**src/rtl/tile_assembler.sv**
```systemverilog
// rtl/tile_assembler.sv - collects N-element rows into a NUM_FEATURES x N tile with a one-tile output register
module tile_assembler #(
    parameter int NUM_FEATURES = 4,
    parameter int N            = 4,
    parameter int PRECISION    = 4
) (
    input  logic                                           clk,
    input  logic                                           rst_n,
    input  logic                                           in_valid,
    output logic                                           in_ready,
    input  logic [N-1:0][PRECISION-1:0]                    in_data,
    input  logic                                           in_last,
    output logic                                           out_valid,
    input  logic                                           out_ready,
    output logic [NUM_FEATURES-1:0][N-1:0][PRECISION-1:0]  odata,
    output logic [$clog2(NUM_FEATURES+1)-1:0]              out_rows
);

    localparam int CW = (NUM_FEATURES > 1) ? $clog2(NUM_FEATURES) : 1;
    localparam int RW = $clog2(NUM_FEATURES + 1);

    typedef logic [N-1:0][PRECISION-1:0] row_t;

    logic [CW-1:0]                cnt_q, cnt_d;
    row_t [NUM_FEATURES-1:0]      abuf_q, abuf_d;
    logic [RW-1:0]                a_rows_q, a_rows_d;
    logic                         af_q, af_d;
    row_t [NUM_FEATURES-1:0]      odata_q, odata_d;
    logic [RW-1:0]                out_rows_q, out_rows_d;
    logic                         ov_q, ov_d;

    logic accept;
    logic close_tile;
    logic transfer;

    assign in_ready  = !af_q;
    assign out_valid = ov_q;
    assign odata     = odata_q;
    assign out_rows  = out_rows_q;

    assign accept     = in_valid && !af_q;
    assign close_tile = (int'(cnt_q) == NUM_FEATURES - 1) || in_last;
    assign transfer   = af_q && (!ov_q || out_ready);

    always_comb begin
        cnt_d      = cnt_q;
        abuf_d     = abuf_q;
        a_rows_d   = a_rows_q;
        af_d       = af_q;
        odata_d    = odata_q;
        out_rows_d = out_rows_q;
        ov_d       = ov_q;

        // Transfer wins over drain so a waiting tile replaces the accepted one with no gap.
        if (transfer) begin
            odata_d    = abuf_q;
            out_rows_d = a_rows_q;
            ov_d       = 1'b1;
            af_d       = 1'b0;
        end else if (ov_q && out_ready) begin
            ov_d = 1'b0;
        end

        // accept implies !af_q, so it never collides with a transfer on the same edge.
        if (accept) begin
            for (int r = 0; r < NUM_FEATURES; r++) begin
                if (r == int'(cnt_q)) begin
                    abuf_d[r] = in_data;
                end else if (close_tile && (r > int'(cnt_q))) begin
                    abuf_d[r] = '0;
                end
            end
            if (close_tile) begin
                a_rows_d = RW'(cnt_q) + RW'(1);
                af_d     = 1'b1;
                cnt_d    = '0;
            end else begin
                cnt_d = cnt_q + CW'(1);
            end
        end
    end

    always_ff @(posedge clk or negedge rst_n) begin
        if (!rst_n) begin
            cnt_q      <= '0;
            abuf_q     <= '0;
            a_rows_q   <= '0;
            af_q       <= 1'b0;
            odata_q    <= '0;
            out_rows_q <= '0;
            ov_q       <= 1'b0;
        end else begin
            cnt_q      <= cnt_d;
            abuf_q     <= abuf_d;
            a_rows_q   <= a_rows_d;
            af_q       <= af_d;
            odata_q    <= odata_d;
            out_rows_q <= out_rows_d;
            ov_q       <= ov_d;
        end
    end

endmodule
```
**config.mk**
```make
export PLATFORM = sky130hd
export DESIGN_NAME = tile_assembler
export DESIGN_NICKNAME = d
export VERILOG_FILES = /design/src/rtl/tile_assembler.sv
export SDC_FILE = /design/constraint.sdc
export NUM_CORES = 1
export LEC_CHECK = 0
export CAP_MARGIN = 10
export CORE_ASPECT_RATIO = 1.75
export CORE_MARGIN = 1.5
export CORE_UTILIZATION = 45
export CTS_BUF_LIST = sky130_fd_sc_hd__clkbuf_16
export DETAILED_ROUTE_END_ITERATION = 12
export HOLD_SLACK_MARGIN = 0.1
export MAX_ROUTING_LAYER = met4
export PLACE_DENSITY = 0.7
export SLEW_MARGIN = 40
export SYNTH_ARGS = -nofsm -noshare
export SYNTH_HDL_FRONTEND = slang
export SYNTH_SLANG_ARGS = --single-unit
```
**constraint.sdc**
```tcl
create_clock -name clk -period 1.72 [get_ports clk]
set_input_delay 0.258 -clock clk [delete_from_list [all_inputs] [get_ports clk]]
set_output_delay 0.258 -clock clk [all_outputs]
set_load 0.02 [all_outputs]
```
; ---- Word level (Yosys, flattened, before mapping)
; Index checks and enable logic that the tools add are counted.
[totals]
ram_bits = 0
inputBits = 21
n_memories = 0
latchBits = 0
register_bits = 138
output_inout_bits = 69
word_cells = 78
mem_bits_ro = 0
[op_classes]
div = 0
n_lt_le_gt_ge = 3
mux = 12
n_bitwise = 0
eq_ne = 4
shifts = 0
mul = 0
n_addsub = 2
reduce_logical = 20
[ops]
columns = cell, count
row1 = two-way mux 16 bit, 6
row2 = AND reduction 2 bit, 5
row3 = nonzero test 2 bit, 4
row4 = logical AND 1 bit, 6
row5 = two-way mux 1 bit, 5
row6 = equality test 2 bit (first input constant), 2
row7 = greater-than comparator 2 bit (first input constant), 2
row8 = adder 2 x 1 -> 3 bit (second input constant), 1
row9 = adder 2 x 1 -> 2 bit (second input constant), 1
row10 = equality test 1 x 2 -> 1 bit (first input constant), 1
row11 = equality test 2 x 1 -> 1 bit (second input constant), 1
row12 = greater-than comparator 1 x 2 -> 1 bit (first input constant), 1
row13 = logical NOT 1 bit, 2
row14 = logical NOT 2 bit, 1
row15 = logical OR 1 bit, 2
row16 = two-way mux 2 bit, 1

; ---- Logic depth before layout (Yosys ltp)
; Gate-level depths: netlist (run 1).
[depth]
word_depth = 6
mapped_depth = 6
mapped_depth_nobuf = 5

; ---- Least setup slack after synthesis (run 1)
; No wires, ideal clock.
[synth_timing]
path_kind = register -> register
start = register cnt_q[1]
end = register abuf_q[16] (netlist bit)
period_less_slack_ns = 1.571
arrival_ns = 1.505
setup_time_ns = 0.065
t_required_ns = 1.655
path_stages_with_launch = 6
n_path_buf = 1
slack_ns = 0.149
cell_sequence = dfrtp_1 ha_1 o21a_1 o21ai_1 buf_2 a22o_1
[synth_between]
elab_chain_cells = 5
elab_cells_between_ends = 8
cone_classes = 1 x order compare / 2 x eq/ne / 1 x mux / 4 x reduce/logical
[synth_lines]
columns = item, line
row1 = from (decl), 24  ; logic [CW-1:0] cnt_q, cnt_d;
row2 = from (signal assigned), 93  ; cnt_q <= cnt_d;
row3 = equality test 2 x 1 -> 1 bit, 42  ; assign close_tile = (int'(cnt_q) == NUM_FEATURES - 1) || in_last;
row4 = logical OR 1 bit, 42
row5 = logical AND 1 bit, 69  ; end else if (close_tile && (r > int'(cnt_q))) begin
row6 = nonzero test 2 bit (no source line), --
row7 = AND reduction 2 bit (no source line), --
row8 = to (signal assigned), 94  ; abuf_q <= abuf_d;
row9 = to (decl), 25  ; row_t [NUM_FEATURES-1:0] abuf_q, abuf_d;
; Several ways; a longest one is shown, not always the timed one.
; A chain may end at the register's enable or synchronous reset.

; ---- Final worst setup path (run 1)
[layout_timing]
start = register odata_q (netlist bit odata[24])
end = output odata[24] (netlist bit)
[layout_lines]
columns = item, line
row1 = from (decl), 28  ; row_t [NUM_FEATURES-1:0] odata_q, odata_d;
row2 = from (signal assigned), 97  ; odata_q <= odata_d;
row3 = to (decl), 15  ; output logic [NUM_FEATURES-1:0][N-1:0][PRECISION-1:0] odata,
; No word-level cell between the ends.

==> flow_summary.ini, run 1 <==
[die]
ioPinCount = 90
die_area_um2 = 12400
rows = 52
die_height_um = 146
fp.coreArea_um2 = 11500
die-width_um = 84.8
start_util_pct = 45.7

[critical_path]
crit_slowest_cell = clkdlybuf4s50_1
rr_endpoint = abuf_q[5]$_DFFE_PN0P_
critPathBufInv = 1
critical_path.top_delay_family = buffers and inverters
ff2ff_path_depth = 5
cp.required_ns = 1.46
critPathLaunchType = register
worstPathArrival_ns = 1.45
end_kind = output pin
crit_fanout = 2
path_cells = clkdlybuf4s50_1
timing.rr.start = cnt_q[0]$_DFFE_PN0P_
r2r_slack_ns = 0.13
crit_type = register to output pin
slowest_delay_ns = 0.66

[cells_and_area]
drive_gt1_share_pct = 29.4
fin_nets = 484
final_cells = 607
n_antenna_cell = 0
syn2layout_area_growth_pct = 33.0
postLayoutCellArea_um2 = 7000
n_fill_cell = 898

[route]
drtPass1Iterations = 11
antenna_left = 0
wirelength_mm = 11.1
route.detailed.drc = 7
vias_per_cell = 5.24
post_drt_wl_per_cell_um = 18.2
drtIter0Drc = 160
vias = 3182

[synth]
synth-xor-area-share_pct = 0
synthTopCellsByArea = dfrtp_1 66%, mux2_2 18%, a22o_1 5.5%, mux2i_1 3.0%, inv_1 1.4%
ys_seq_area_share_pct = 65.6
synth_cells = 346
synthSimpleGateAreaFrac_pct = 2.35
synth_top_family_by_area = multiplexers
muxShareOfSynthArea_pct = 21.4
ys_ff_latch = 138
synth_compound_area_share_pct = 6.44
synthAdderAreaFrac_pct = 0.950
synth_top_area_cell = dfrtp_1
yosysUniqueCellTypes = 25
synth_top_area_share_pct = 65.6
yosysWarnings = 0
syn_area_per_cell_um2 = 15.2
synth_area_um2 = 5270
syn-num-nets = 371

[timing]
tightest_slew_ns = 0.446
fin_crit_sh_pct = 99.2
fmax_mhz = 586
max_slew_margin_pct = 70.3
slew_viol_final = 0
rsz0062_at_grt = false
clock_skew_ns = 0.00748
setup_viol = 0
post-route-min-period_ns = 1.71
hold_viol_final = 0

[clock_tree]
htree_levels = 4
ctsRootBufferMaster = clkbuf_16
cts_tree = yes
ctsLongestPathBuffers = 2
insertion_delay_ns = 0.41
cts_sinks = 138
cts_buffers = 17
clk_pin_slew_ns = 0.05

[placed_design]
gp_congestion = 0.782
dpl_cell_area_um2 = 6490
dp_cells = 574
io_buffer_count = 89
dp_hpwl_mm = 7.73

[worst_hold_path]
min_path_type = input pin to asynchronous set/reset pin

[run]
max_cap_viol_count = 0

[global_route]
grt_pass1_vias = 3503
grt_use_total_pct = 19.9
grt_pass1_wl_mm = 18.2
grt_max_degree = 45
gr-total-overflow = 0
antenna_found_initial = 0

[power_and_ir_drop]
ir_worst_vdd_mv = 1.03
power_density_nw_per_um2 = 1710
power.leakage_nw = 3.25

[outcome]
status = finished with violations
violations = DRC
metal layers:
| layer | part of all wire (%) | GRT usage [%] |
|---|---|---|
| met5 | 0 | - |
| met3 | 3.1 | 3.84 |
| met2 | 55 | 34.1 |
| met1 | 41 | 23.3 |
| met4 | 1.5 | 6.89 |
cell type report:
type                    count  area, µm²  share of cell area (%)
clock inverters            15       71.3                    1.02
well taps                 135        169                    2.41
inverters                  19       71.3                    1.02
clock buffers              17        425                    6.07
flip-flops and latches    138       3450                    49.3
multi-input cells         171       1650                    23.5
repair buffers            112       1170                    16.6
logic make-up (layout without fill, tap and decap cells):
kind of cell / count (synthesis) / count (layout)
fa+ha+maj: 4 / 4
buf+inv: 37 / 163
simple gates: 26 / 26
mux: 102 / 102
compound gates: 39 / 39
flops: 138 / 138
per-stage QoR:
step / TNS, ns / setup WS [ns] / utilization [%] / hold slack, ns / power, mW
2_1_floorplan: 0 / 0.149 / - / -0.0376 / 7.09
3_3_place_gp: -0.349 / -0.0301 / 56.4 / 0.218 / 8.91
3_5_place_dp: -0.792 / -0.0671 / 56.4 / 0.222 / 9.03
4_1_cts: 0 / 0.0154 / 60.8 / 0.356 / 12.1
5_1_grt: 0 / 0.00429 / 60.8 / 0.379 / 12.6
6_report: 0 / 0.0129 / 60.8 / 0.352 / 12.0
power by group:
part | switching, mW | total [mW] | internal, mW
combinational | 1.74 | 3.88 | 2.14
clock | 1.26 | 3.04 | 1.78
sequential | 0.665 | 5.06 | 4.40
cells in the mapped netlist:
cell        n
nand2b_1    1
nand2_1    18
clkbuf_1    3
mux2_2     86
buf_4       3
inv_1      19
and2_0      1
nor2b_2     1
and2_1      1
nand2_2     1
buf_2      10
o21ai_1     1
nor2_1      1
mux2i_1    16
nand2b_4    1
o21ai_0     2
buf_6       1
dfrtp_1   138
a22o_1     33
a21o_1      1
nor3_1      1
a211oi_4    1
o21a_1      1
ha_1        4
clkbuf_2    1
repair_timing:
item,in CTS,in global routing
resized for setup,1,1
hold buffers,1,0
endpoints found under the setup margin,1,1
buffers inserted,0,0
hold endpoints to repair,40,0
sequential cells by signal, indices dropped and copies added, names as in the netlist:
| register | count |
|---|---|
| abuf_q | 64 |
| cnt_q | 2 |
| odata | 64 |
| out_rows | 3 |
| a_rows_q | 3 |
| out_valid | 1 |
| af_q | 1 |
cells in the final DEF (no fill, tap or decap):
cell	instances
dfrtp_1	138
clkdlybuf4s50_1	87
mux2_2	86
a22o_1	33
inv_1	23
nand2_1	17
clkbuf_16	17
mux2i_1	16
buf_4	14
buf_12	8
clkinv_2	5
ha_1	4
clkinv_1	4
nand2_2	2
nand2b_1	1
nor2b_2	1
o21ai_2	1
o21ai_0	1
nand2b_4	1
nor3_1	1
and2_0	1
o21a_1	1
o21ai_1	1
nor2_1	1
a211oi_4	1
and2_1	1
a21o_1	1
clkinvlp_4	1
clkinv_4	1
dlygate4sd3_1	1
buf_6	1
dlygate4sd2_1	1
worst max path at each step:
stage / startpoint / endpoint / slack [ns] / cells past startpoint
final: odata[24]$_DFFE_PN0P_ / odata[24] / 0.01 / 1
after global routing: odata[21]$_DFFE_PN0P_ / odata[21] / 0.004 / 1
after CTS: odata[24]$_DFFE_PN0P_ / odata[24] / 0.02 / 1
after detailed placement: in_valid / abuf_q[55]$_DFFE_PN0P_ / -0.07 / 5
after global placement: in_valid / abuf_q[53]$_DFFE_PN0P_ / -0.03 / 5
after floorplan: cnt_q[1]$_DFFE_PN0P_ / abuf_q[16]$_DFFE_PN0P_ / 0.15 / 5
(Power assumes the default switching activity.)
==> run 2: changes to the inputs <==
--- a/config.mk
+++ b/config.mk
@@ -18,3 +18,4 @@
 export SYNTH_ARGS = -nofsm -noshare
 export SYNTH_HDL_FRONTEND = slang
 export SYNTH_SLANG_ARGS = --single-unit
+export TNS_END_PERCENT = 20
==> results of run 2 <==
No change in the layout: final DEF, timing and power equal those of run 1.
==> run 3: changes to the inputs <==
--- a/config.mk
+++ b/config.mk
@@ -8,12 +8,11 @@
 export CAP_MARGIN = 10
 export CORE_ASPECT_RATIO = 1.75
 export CORE_MARGIN = 1.5
-export CORE_UTILIZATION = 45
+export CORE_UTILIZATION = 25
 export CTS_BUF_LIST = sky130_fd_sc_hd__clkbuf_16
 export DETAILED_ROUTE_END_ITERATION = 12
 export HOLD_SLACK_MARGIN = 0.1
 export MAX_ROUTING_LAYER = met4
-export PLACE_DENSITY = 0.7
 export SLEW_MARGIN = 40
 export SYNTH_ARGS = -nofsm -noshare
 export SYNTH_HDL_FRONTEND = slang
==> flow_summary.ini, run 3 (synthesis results as in run 1) <==
[critical_path]
critical_path.top_delay_family = buffers and inverters
ff2ff_path_depth = 4
end_kind = output pin
cp.required_ns = 1.46
slowest_delay_ns = 0.63
crit_type = register to output pin
crit_fanout = 2
r2r_slack_ns = 0.08
timing.rr.start = cnt_q[0]$_DFFE_PN0P_
path_cells = clkdlybuf4s50_1
critPathBufInv = 1
crit_slowest_cell = clkdlybuf4s50_1
rr_endpoint = a_rows_q[1]$_DFFE_PN0P_
worstPathArrival_ns = 1.41
critPathLaunchType = register

[timing]
fin_crit_sh_pct = 97.3
hold_viol_final = 0
fmax_mhz = 598
max_slew_margin_pct = 77.5
tightest_slew_ns = 0.336
clock_skew_ns = 0.00634
setup_viol = 0
slew_viol_final = 0
post-route-min-period_ns = 1.67
holdWs_ns = 0.298

[die]
start_util_pct = 25.4
ioPinCount = 90
fp.coreArea_um2 = 20800
die-width_um = 113
die_area_um2 = 22000
rows = 70
die_height_um = 195

[outcome]
status = completed

[power_and_ir_drop]
power.leakage_nw = 3.31
ir_worst_vdd_mv = 0.711
power_density_nw_per_um2 = 1770

[route]
wirelength_mm = 12.7
post_drt_wl_per_cell_um = 17.7
drtIter0Drc = 115
vias_per_cell = 4.40
antenna_left = 0
vias = 3156
drtPass1Iterations = 6
route.detailed.drc = 0

[cells_and_area]
final_common_cell = dfrtp_1
final_cell_mix = 138 x dfrtp_1, 86 x mux2_2, 86 x clkdlybuf4s50_1
postLayoutCellArea_um2 = 7260
syn2layout_area_growth_pct = 37.8
fin_nets = 479
final_util_pct = 35.0
drive_gt1_share_pct = 29.6
n_antenna_cell = 0

[global_route]
gr-total-overflow = 0
grt_pass1_vias = 3573
grt_pass1_wl_mm = 20.2
grt_use_total_pct = 12.7
grt_max_degree = 49
antenna_found_initial = 0

[clock_tree]
cts_tree = yes
clk_pin_slew_ns = 0.06
insertion_delay_ns = 0.42
htree_levels = 4
postCtsSetupRepairBufs = 0
ctsLongestPathBuffers = 2
ctsRootBufferMaster = clkbuf_16
cts_sinks = 138
cts_buffers = 17

[placed_design]
gp_congestion = 0.772
dp_hpwl_mm = 8.96
dpl_cell_area_um2 = 6620
io_buffer_count = 89

[run]
max_cap_viol_count = 0

[worst_hold_path]
min_path_type = input pin to asynchronous set/reset pin
run 3: changes by cell type in the layout (fill, tap and decap cells not counted), sizes merged:
cell / delta
dlymetal6s2s: +1
clkdlybuf4s50: -1
clkinv: -5
buf: -5
bufinv: +5
inv: -1
run 3: stage by stage:
stage | std cells | setup slack (ns) | power [mW] | TNS (ns)
after floorplan | 346 | 0.149 | 7.09 | 0
after global placement | 686 | -0.0873 | 8.94 | -1.93
after detailed placement | 686 | -0.188 | 9.09 | -4.34
after CTS | 718 | 0.0168 | 13.1 | 0
after global routing | 718 | -0.00783 | 13.6 | -0.00783
final | 718 | 0.0470 | 12.9 | 0
run 3: cell type report:
cell class / instances / area [µm²]
multi-input combinational: 171 / 1650
tap: 252 / 315
timing repair buffer: 107 / 1140
clock inverter: 14 / 205
sequential: 138 / 3450
clock buffer: 17 / 425
inverter: 19 / 71.3
fill: 2002 / 13500
run 3: timing repair:
item | in CTS | in global routing
cloned | 0 | 0
endpoints found under the hold margin | 138 | 0
endpoints found under the setup margin | 1 | 2
resized for setup | 1 | 2
hold buffers | 1 | 0
run 3: where the power goes:
group	total (mW)	internal [mW]	switching, mW	leakage, nW
clock	3.90	2.55	1.35	0.313
sequential	4.99	4.39	0.602	1.79
combinational	3.96	2.15	1.81	1.20
total	12.9	9.09	3.76	3.31
run 3: routing by layer:
layer	vias up	wire [µm]	GRT usage, %
met2	77	6690	21.7
li1	1421	-	-
met5	-	0	-
met4	0	255	4.88
met3	12	515	3.69
met1	1646	5240	13.9
run 3: worst max path at each step:
stage | start | to | slack [ns] | cells past startpoint
floorplan | cnt_q[1]$_DFFE_PN0P_ | abuf_q[16]$_DFFE_PN0P_ | 0.15 | 5
global placement | in_valid | abuf_q[58]$_DFFE_PN0P_ | -0.09 | 4
detailed placement | in_valid | abuf_q[52]$_DFFE_PN0P_ | -0.19 | 4
CTS | odata[63]$_DFFE_PN0P_ | odata[63] | 0.02 | 1
global route | cnt_q[0]$_DFFE_PN0P_ | a_rows_q[1]$_DFFE_PN0P_ | -0.008 | 4
finish | out_rows[2]$_DFFE_PN0P_ | out_rows[2] | 0.05 | 1
